File: src/rtl/riscv_mc_ctrl.sv
// Multicycle RV32I main controller: Moore FSM sequencing a shared memory port, ALU and immediate extender.
// Latency: lw 5, sw 4, R/I-ALU 4, jal 4, beq 3 cycles with mem_ready high; each low mem_ready cycle adds one.
// Backpressure: FETCH, MEMREAD and MEMWRITE hold with mem_req asserted until mem_ready completes the access.
module riscv_mc_ctrl #(
  parameter int CNT_W = 32
) (
  input  logic             clk,
  input  logic             rst_n,
  input  logic [6:0]       op,
  input  logic [2:0]       funct3,
  input  logic             funct7b5,
  input  logic             zero,
  input  logic             mem_ready,
  output logic             mem_req,
  output logic             mem_write,
  output logic             adr_src,
  output logic             ir_write,
  output logic             pc_write,
  output logic             reg_write,
  output logic [1:0]       result_src,
  output logic [1:0]       alu_src_a,
  output logic [1:0]       alu_src_b,
  output logic [1:0]       imm_src,
  output logic [2:0]       alu_control,
  output logic             illegal,
  output logic [3:0]       state_o,
  output logic [CNT_W-1:0] instret
);

  localparam logic [6:0] OP_LW  = 7'b0000011;
  localparam logic [6:0] OP_SW  = 7'b0100011;
  localparam logic [6:0] OP_R   = 7'b0110011;
  localparam logic [6:0] OP_I   = 7'b0010011;
  localparam logic [6:0] OP_BEQ = 7'b1100011;
  localparam logic [6:0] OP_JAL = 7'b1101111;

  localparam logic [3:0] S_FETCH    = 4'd0;
  localparam logic [3:0] S_DECODE   = 4'd1;
  localparam logic [3:0] S_MEMADR   = 4'd2;
  localparam logic [3:0] S_MEMREAD  = 4'd3;
  localparam logic [3:0] S_MEMWB    = 4'd4;
  localparam logic [3:0] S_MEMWRITE = 4'd5;
  localparam logic [3:0] S_EXECR    = 4'd6;
  localparam logic [3:0] S_EXECI    = 4'd7;
  localparam logic [3:0] S_ALUWB    = 4'd8;
  localparam logic [3:0] S_BEQ      = 4'd9;
  localparam logic [3:0] S_JAL      = 4'd10;
  localparam logic [3:0] S_ILLEGAL  = 4'd11;

  logic [3:0] state, state_nx;
  logic       retire;
  logic       pc_update, branch;
  logic [1:0] alu_op;
  logic       mem_req_s, mem_write_s, ir_write_s, reg_write_s;

  // State register
  always_ff @(posedge clk or negedge rst_n) begin
    if (!rst_n) state <= S_FETCH;
    else        state <= state_nx;
  end

  // Next-state selection; retire marks every transition that completes an instruction
  always_comb begin
    state_nx = state;
    retire   = 1'b0;
    case (state)
      S_FETCH:    if (mem_ready) state_nx = S_DECODE;
      S_DECODE: begin
        case (op)
          OP_LW, OP_SW: state_nx = S_MEMADR;
          OP_R:         state_nx = S_EXECR;
          OP_I:         state_nx = S_EXECI;
          OP_BEQ:       state_nx = S_BEQ;
          OP_JAL:       state_nx = S_JAL;
          default:      state_nx = S_ILLEGAL;
        endcase
      end
      S_MEMADR:   state_nx = (op == OP_SW) ? S_MEMWRITE : S_MEMREAD;
      S_MEMREAD:  if (mem_ready) state_nx = S_MEMWB;
      S_MEMWB:    begin state_nx = S_FETCH; retire = 1'b1; end
      S_MEMWRITE: if (mem_ready) begin state_nx = S_FETCH; retire = 1'b1; end
      S_EXECR:    state_nx = S_ALUWB;
      S_EXECI:    state_nx = S_ALUWB;
      S_ALUWB:    begin state_nx = S_FETCH; retire = 1'b1; end
      S_BEQ:      begin state_nx = S_FETCH; retire = 1'b1; end
      S_JAL:      state_nx = S_ALUWB;
      S_ILLEGAL:  state_nx = S_ILLEGAL;
      default:    state_nx = S_FETCH;
    endcase
  end

  // Moore outputs per state; FETCH qualifies its strobes with mem_ready so a stalled fetch loads nothing
  always_comb begin
    mem_req_s   = 1'b0;
    mem_write_s = 1'b0;
    ir_write_s  = 1'b0;
    reg_write_s = 1'b0;
    adr_src     = 1'b0;
    pc_update   = 1'b0;
    branch      = 1'b0;
    result_src  = 2'b00;
    alu_src_a   = 2'b00;
    alu_src_b   = 2'b00;
    alu_op      = 2'b00;
    case (state)
      S_FETCH: begin
        mem_req_s  = 1'b1;
        alu_src_b  = 2'b10;
        result_src = 2'b10;
        ir_write_s = mem_ready;
        pc_update  = mem_ready;
      end
      S_DECODE:   begin alu_src_a = 2'b01; alu_src_b = 2'b01; end
      S_MEMADR:   begin alu_src_a = 2'b10; alu_src_b = 2'b01; end
      S_MEMREAD:  begin mem_req_s = 1'b1; adr_src = 1'b1; end
      S_MEMWB:    begin result_src = 2'b01; reg_write_s = 1'b1; end
      S_MEMWRITE: begin mem_req_s = 1'b1; mem_write_s = 1'b1; adr_src = 1'b1; end
      S_EXECR:    begin alu_src_a = 2'b10; alu_op = 2'b10; end
      S_EXECI:    begin alu_src_a = 2'b10; alu_src_b = 2'b01; alu_op = 2'b10; end
      S_ALUWB:    reg_write_s = 1'b1;
      S_BEQ:      begin alu_src_a = 2'b10; alu_op = 2'b01; branch = 1'b1; end
      S_JAL:      begin alu_src_a = 2'b01; alu_src_b = 2'b10; pc_update = 1'b1; end
      default:    ;
    endcase
  end

  // Immediate format follows the opcode in every state
  always_comb begin
    case (op)
      OP_SW:   imm_src = 2'b01;
      OP_BEQ:  imm_src = 2'b10;
      OP_JAL:  imm_src = 2'b11;
      default: imm_src = 2'b00;
    endcase
  end

  // ALU operation: fixed add/sub, or function decode from funct3 (sub only for R-type with funct7b5)
  always_comb begin
    alu_control = 3'b000;
    case (alu_op)
      2'b01: alu_control = 3'b001;
      2'b10: begin
        case (funct3)
          3'b000:  alu_control = (op[5] & funct7b5) ? 3'b001 : 3'b000;
          3'b010:  alu_control = 3'b101;
          3'b110:  alu_control = 3'b011;
          3'b111:  alu_control = 3'b010;
          default: alu_control = 3'b000;
        endcase
      end
      default: alu_control = 3'b000;
    endcase
  end

  // Retired-instruction counter and sticky illegal flag
  always_ff @(posedge clk or negedge rst_n) begin
    if (!rst_n) begin
      instret <= '0;
      illegal <= 1'b0;
    end else begin
      if (retire)                 instret <= instret + CNT_W'(1);
      if (state_nx == S_ILLEGAL)  illegal <= 1'b1;
    end
  end

  // Strobes are held off while reset is asserted, even though the state already reads FETCH
  assign mem_req   = mem_req_s   & rst_n;
  assign mem_write = mem_write_s & rst_n;
  assign ir_write  = ir_write_s  & rst_n;
  assign reg_write = reg_write_s & rst_n;
  assign pc_write  = (pc_update | (branch & zero)) & rst_n;
  assign state_o   = state;

endmodule

File: config.mk
export PLATFORM = sky130hd
export DESIGN_NAME = riscv_mc_ctrl
export DESIGN_NICKNAME = d
export VERILOG_FILES = /design/src/rtl/riscv_mc_ctrl.sv
export SDC_FILE = /design/constraint.sdc
export NUM_CORES = 1
export LEC_CHECK = 0
export CAP_MARGIN = 0
export CORE_UTILIZATION = 46
export CTS_CLUSTER_SIZE = 24
export DETAILED_ROUTE_END_ITERATION = 10
export GPL_TIMING_DRIVEN = 1
export PLACE_DENSITY = 0.84
export SYNTH_ARGS = -nofsm -noshare
export SYNTH_HDL_FRONTEND = slang
export SYNTH_SLANG_ARGS = --single-unit
File: constraint.sdc
create_clock -name clk -period 2.5 [get_ports clk]
set_clock_uncertainty 0.15 [all_clocks]
set_input_delay 0.5 -clock clk [delete_from_list [all_inputs] [get_ports clk]]
set_output_delay 0.5 -clock clk [all_outputs]
set_load 0.005 [all_outputs]
==> key figures, run 1 <==
Detailed routing
  – Final WL: 5.68 mm
  – DRC Markers: 10
  – Initial DRT Pass Iterations: 7
  – Number of DRC markers in iteration 0: 95
  – Via Count: 2033
  – Antenna Nets Post-Route: 0
  – Post-DR vias/cell: 5.36
  – WL per Instance: 15.0 microns

Clock network
  – Worst-case clock buffer depth: 2
  – # H-tree levels: 2
  – Clock buffer count from CTS: 5
  – Clock sinks: 37
  – TritonCTS clock tree: done
  – CTS root buf: clkbuf_8
  – Clk Latency, worst-skew pair: 0.29 ns
  – CTS clock-pin slew for the worst setup and hold paths: 0.07 ns
  – CTS Hold Bufs: 0

GRT
  – Initial antenna violation count: 0
  – Global-route wire length before repair: 9.22 mm
  – Vias in the first global route: 1975
  – Largest net degree at the start of global routing: 38
  – GR Util All Layers: 23.8%
  – Grt ovf: 0

STA
  – Max-slew headroom: 62.9%
  – Final setup vio count: 0
  – Final hold violation count: 0
  – Achievable clock frequency: 0.403 GHz
  – Slew Limit Fails: 0
  – RSZ-0062 raised after global routing: true
  – Worst-margin pin slew: 0.555 ns
  – Period utilization: 99.2%
  – Post-route minimum period: 2.48 ns

Power
  – P_leak: 0.00152 uW
  – PwrDens: 786 nW/um^2
  – VDD IR max: 0.394 mV

Flow run
  – Number of max-cap violations: 0

Setup path
  – R2r endpoint: instret[27]
  – CP startpoint kind: flip-flop
  – Critical Path AT: 1.83 ns
  – Max FO, Critical Path: 13
  – Worst reg2reg path startpoint: state_o[2]
  – Kind of end point of the critical path: output port
  – Kind of critical path: reg -> out
  – Setup slack, reg-to-reg: 0.27 ns
  – Critical Path RT: 1.85 ns
  – Reg2Reg Depth: 7

Placed design
  – # port buffers: 68
  – Dpl hpwl: 3.90 mm
  – Final RePlAce weighted congestion: 0.803
  – Post-DP Area: 3050 sq um

Synth
  – Synth top area share: 42.8%
  – Top cells by area, synth: dfrtp_1 43%, xnor2_1 10%, xor2_1 4.0%, nand2_1 4.0%, nor2_1 3.1%
  – Post-synth EDFFs: 0
  – Post-synth ARST share: 100%
  – Synth Flop Type: dfrtp_1
  – Post-Syn Area per Cell: 9.71 sq um
  – Synth area leader: dfrtp_1
  – Sequential fraction of the synthesis area: 42.8%
  – Seq cells post-synth: 37
  – Synth cell types: 46
  – Synth Cell Area: 2160 sq um
  – Ys Warns: 0
  – Mapped Nets: 241
  – Synth Instances: 223

Die
  – Num ports: 69
  – DIE AREA: 4980 sq um
  – Std cell rows: 24
  – Initial Util: 48.7%
  – Die Ht: 70.6 microns
  – Core area: 4440 sq um
  – Die X: 70.6 microns

Final layout
  – Share of cells above drive strength 1: 22.3%
  – Inserted Diodes: 0
  – Finished Cell Area: 3340 sq um
  – Fill count: 301
  – Fin util: 75.1%
  – Area delta synth->final: 54.3%
  – Fin nets: 344

Outcome
  – Run status: finished with violations
  – Failing checks: DRC

Worst hold path
  – Hold Path Class: in -> async
-- sequential cells by signal, indices dropped and copies added, names as in the netlist --
| name | flops |
|---|---|
| instret | 32 |
| state_o | 4 |
| illegal | 1 |
-- cells by family after synthesis --
kind of cell	count (synthesis)	synth area share [%]
AND/OR/NAND/NOR	112	30.9
multiplexers	3	1.56
flip-flops	37	42.8
XOR/XNOR	35	14.2
adder cells (fa/ha/maj)	3	1.73
buffers and inverters	13	2.72
AO/OA/AOI/OAI	20	6.19
-- layout make-up --
| class | count | area [sq um] | area share (%) |
|---|---|---|---|
| Clock buffer | 7 | 86.3 | 2.59 |
| Clock inverter | 1 | 30.0 | 0.899 |
| Inverter | 7 | 26.3 | 0.787 |
| Multi-Input combinational cell | 173 | 1240 | 37.2 |
| Sequential cell | 37 | 926 | 27.7 |
| Tap cell | 52 | 65.1 | 1.95 |
| Timing Repair Buffer | 102 | 962 | 28.8 |
-- Yosys cell counts, types with 4 or more instances --
cell type,count
a21oi_1,4
o21ai_0,5
nand4_1,6
inv_1,7
nand2_1,23
xor2_1,10
nor2_2,5
dfrtp_1,37
nor2b_1,5
nor3_1,4
and4_1,4
and3_1,6
nor2_1,18
nand3_1,10
nand2b_1,9
xnor2_1,25
-- cell usage in the layout, fill, tap and decap left out, types with 3 or more instances in the layout --
cell type        instances
a21oi_1                  4
a31oi_1                  3
and3_1                   5
and4_1                   4
buf_4                   30
clkbuf_8                 6
clkdlybuf4s50_1         52
dfrtp_1                 37
dlygate4sd2_1            6
dlymetal6s2s_1           7
inv_1                    7
mux2_2                   3
nand2_1                 22
nand2b_1                 9
nand3_1                 10
nand4_1                  6
nor2_1                  16
nor2_2                   7
nor2b_1                  3
nor3_1                   4
o21ai_0                  4
xnor2_1                 24
xor2_1                  10
-- how the worst max path moves through the flow --
stage / cells past startpoint / end / slack [ns] / from
final: 5 / ir_write / 0.02 / state_o[2]
after global routing: 6 / alu_control[1] / -0.05 / state_o[1]
after floorplan: 5 / alu_control[2] / 0.26 / state_o[1]
after global placement: 6 / pc_write / -0.20 / mem_ready
after detailed placement: 6 / pc_write / -0.26 / mem_ready
after CTS: 6 / pc_write / -0.17 / mem_ready
-- power by group --
group / internal (uW) / switching (uW)
clock: 325 / 210
combinational: 747 / 602
sequential: 670 / 69.4
total: 1740 / 882
-- per-stage QoR --
step                std cells  hold WS, ns  power (uW)  setup slack, ns  TNS, ns
floorplan                 223       0.0544        1320            0.261        0
CTS                       371        0.194        2480           -0.174   -0.198
global route              379        0.246        2780          -0.0545   -0.126
detailed placement        360        0.312        1880           -0.256   -0.475
global placement          360        0.291        1860           -0.196   -0.351
finish                    379        0.180        2620           0.0211        0
-- metal layers --
layer  vias up  wire, microns  track usage [%]  share of wire [%]
met3         9            359             6.27                6.3
li1        979              -                -                  -
met2        71           2970             42.9                 52
met4         0             84             7.78                1.5
met5         -              0                0                  0
met1       974           2270             27.5                 40
-- critical path, cell delays in order (launching register included) --
cell and delay [ns]:
dfrtp_1 0.40, buf_6 0.13, buf_12 0.14, nor2_1 0.15
and4_1 0.21, clkdlybuf4s50_1 0.51
-- repair_timing --
| action | in CTS | in global routing |
|---|---|---|
| gates resized for setup | 22 | 20 |
| pin swaps | 2 | 1 |
| endpoints found under the hold margin | 0 | 0 |
| setup endpoints to repair | 12 | 12 |
| setup buffers | 3 | 8 |
Note: power is estimated with default switching activity, not from simulation.
==> inputs of run 2 (changes only) <==
--- a/config.mk
+++ b/config.mk
@@ -5,12 +5,13 @@
 export SDC_FILE = /design/constraint.sdc
 export NUM_CORES = 1
 export LEC_CHECK = 0
+export ABC_CLOCK_PERIOD_IN_PS = 3100
 export CAP_MARGIN = 0
-export CORE_UTILIZATION = 46
+export CORE_UTILIZATION = 50
 export CTS_CLUSTER_SIZE = 24
 export DETAILED_ROUTE_END_ITERATION = 10
 export GPL_TIMING_DRIVEN = 1
-export PLACE_DENSITY = 0.84
+export PLACE_DENSITY = 0.89
 export SYNTH_ARGS = -nofsm -noshare
 export SYNTH_HDL_FRONTEND = slang
 export SYNTH_SLANG_ARGS = --single-unit
==> constraint.sdc (replaced) <==
create_clock -name clk -period 3.1 [get_ports clk]
set_clock_uncertainty 0.15 [all_clocks]
set_input_delay 0.62 -clock clk [delete_from_list [all_inputs] [get_ports clk]]
set_output_delay 0.62 -clock clk [all_outputs]
set_load 0.005 [all_outputs]
==> key figures, run 2 (synthesis results as in run 1) <==
STA
  – RSZ-0062 raised after global routing: false
  – Setup tns final: 0 ns
  – Period utilization: 96.5%
  – Max-slew headroom: 64.4%
  – Post-route minimum period: 2.99 ns
  – Final WS setup: 0.108 ns
  – Worst-margin pin slew: 0.532 ns
  – Slew Limit Fails: 0
  – Achievable clock frequency: 0.334 GHz
  – Final setup vio count: 0
  – Final hold violation count: 0

Setup path
  – Slowest cell on crit path: clkdlybuf4s50_1
  – Max FO, Critical Path: 3
  – Critical Path AT: 2.22 ns
  – CP startpoint kind: flip-flop
  – Worst reg2reg path startpoint: state_o[2]
  – Critical path buffer and inverter count: 1
  – Kind of critical path: reg -> out
  – Kind of end point of the critical path: output port
  – Worst setup path start: state_o[2]
  – Critical Path RT: 2.33 ns
  – Slowest Stage Delay on Critical Path: 0.53 ns
  – Crit-path leading delay family: simple AND/OR/NAND/NOR gates
  – CP cell instances: and2b_1 > and2_1 > ha_1 > nor4b_2 > clkdlybuf4s50_1

Power
  – Switching Fraction: 33.8%
  – PwrDens: 622 nW/um^2
  – Logic gate share of total power: 45.4%
  – Reg power frac: 31.5%
  – P_leak: 0.00123 uW
  – VDD IR max: 0.429 mV
  – Sw Pwr: 640 uW
  – P_int: 1260 uW
  – Clock power share: 23.2%

GRT
  – Initial antenna violation count: 0
  – GR Util All Layers: 23.9%
  – Global-route wire length before repair: 8.09 mm
  – Grt ovf: 0
  – Vias in the first global route: 1699
  – Largest net degree at the start of global routing: 38

Detailed routing
  – Final WL: 5.07 mm
  – WL per Instance: 14.5 microns
  – Number of DRC markers in iteration 0: 91
  – Post-DR vias/cell: 5.39
  – Antenna Nets Post-Route: 0
  – DRC Markers: 0
  – Via Count: 1888
  – Initial DRT Pass Iterations: 4

Final layout
  – Area delta synth->final: 40.9%
  – Fin nets: 317
  – Multi-input gate area: 1190 sq um
  – Max reg flops: 32
  – Share of cells above drive strength 1: 11.3%
  – Inserted Diodes: 0
  – Non-filler cells, final: 350
  – Fill count: 308
  – Register area: 927 sq um
  – Fin util: 74.6%
  – Reg with most FFs: instret
  – Most frequent cells in the layout: 67 x clkdlybuf4s50_1, 36 x dfrtp_1, 25 x xnor2_1
  – Commonest non-fill, non-tap cell in the layout: clkdlybuf4s50_1

Clock network
  – CTS root buf: clkbuf_8
  – Worst-case clock buffer depth: 2
  – Clock sinks: 37
  – CTS Hold Bufs: 0
  – # H-tree levels: 2
  – TritonCTS clock tree: done
  – CTS clock-pin slew for the worst setup and hold paths: 0.07 ns
  – Clock buffer count from CTS: 5
  – Clk Latency, worst-skew pair: 0.30 ns

Placed design
  – # port buffers: 68
  – Pre-CTS WS: 0.140 ns
  – Cell Count Post-Placement: 341
  – Dpl hpwl: 3.78 mm
  – Final RePlAce weighted congestion: 0.812

Die
  – Initial Util: 53.0%
  – Die X: 67.8 microns
  – Core area: 4090 sq um
  – Std cell rows: 23
  – Die Ht: 67.8 microns
  – DIE AREA: 4600 sq um
  – Num ports: 69

Worst hold path
  – Hold Path Class: in -> async

Flow run
  – Number of max-cap violations: 0

Outcome
  – Run status: completed
-- run 2: worst paths after layout --
check,to,slack [ns],cells after the start
max in group asynchronous,state_o[2],2.17,2
max reg2reg,instret[25],0.84,7
min,instret[23],0.28,2
min reg2reg,instret[31],0.33,1
min in group clk,instret[31],0.33,1
max,alu_control[2],0.11,5
-- run 2: per-stage QoR --
stage	hold slack (ns)	total power, uW	area (sq um)
4_1_cts	0.294	1900	3040
3_3_place_gp	0.306	1440	2920
5_1_grt	0.329	2000	3050
3_5_place_dp	0.299	1450	2920
6_report	0.285	1900	3050
2_1_floorplan	0.174	1060	2160
-- run 2: worst reg2reg max path: cells and delay by family, from the launching register on --
kind	cells	cell delay, ns
simple gates	3	0.89
flops	1	0.43
buf+inv	2	0.33
compound gates	1	0.21
xor+xnor	1	0.16
-- run 2: layout make-up --
cell class,instances,area share [%]
Clock buffer,7,2.83
Multi-Input combinational cell,173,39.0
Tap cell,50,2.05
Clock inverter,1,0.985
Sequential cell,37,30.4
Inverter,7,0.862
Timing Repair Buffer,75,23.9
-- run 2: power by group through the flow --
stage	clock network, uW	logic (uW)	registers [uW]
6_report	439	860	596
2_1_floorplan	0	454	610
3_3_place_gp	0	832	605
3_5_place_dp	0	843	609
5_1_grt	458	941	602
4_1_cts	445	859	596
-- run 2: timing repair --
action | in CTS | in global routing
buffers inserted | 1 | 0
gates cloned | 0 | 0
resized for setup | 1 | 2
setup endpoints to repair | 1 | 1
-- run 2: metal layers --
| metal | track usage [%] | part of all wire [%] | vias up |
|---|---|---|---|
| met3 | 5.24 | 4.6 | 6 |
| li1 | - | - | 928 |
| met2 | 39.4 | 49 | 55 |
| met4 | 9.38 | 1.5 | 0 |
| met1 | 30.2 | 45 | 899 |
| met5 | 0 | 0 | - |
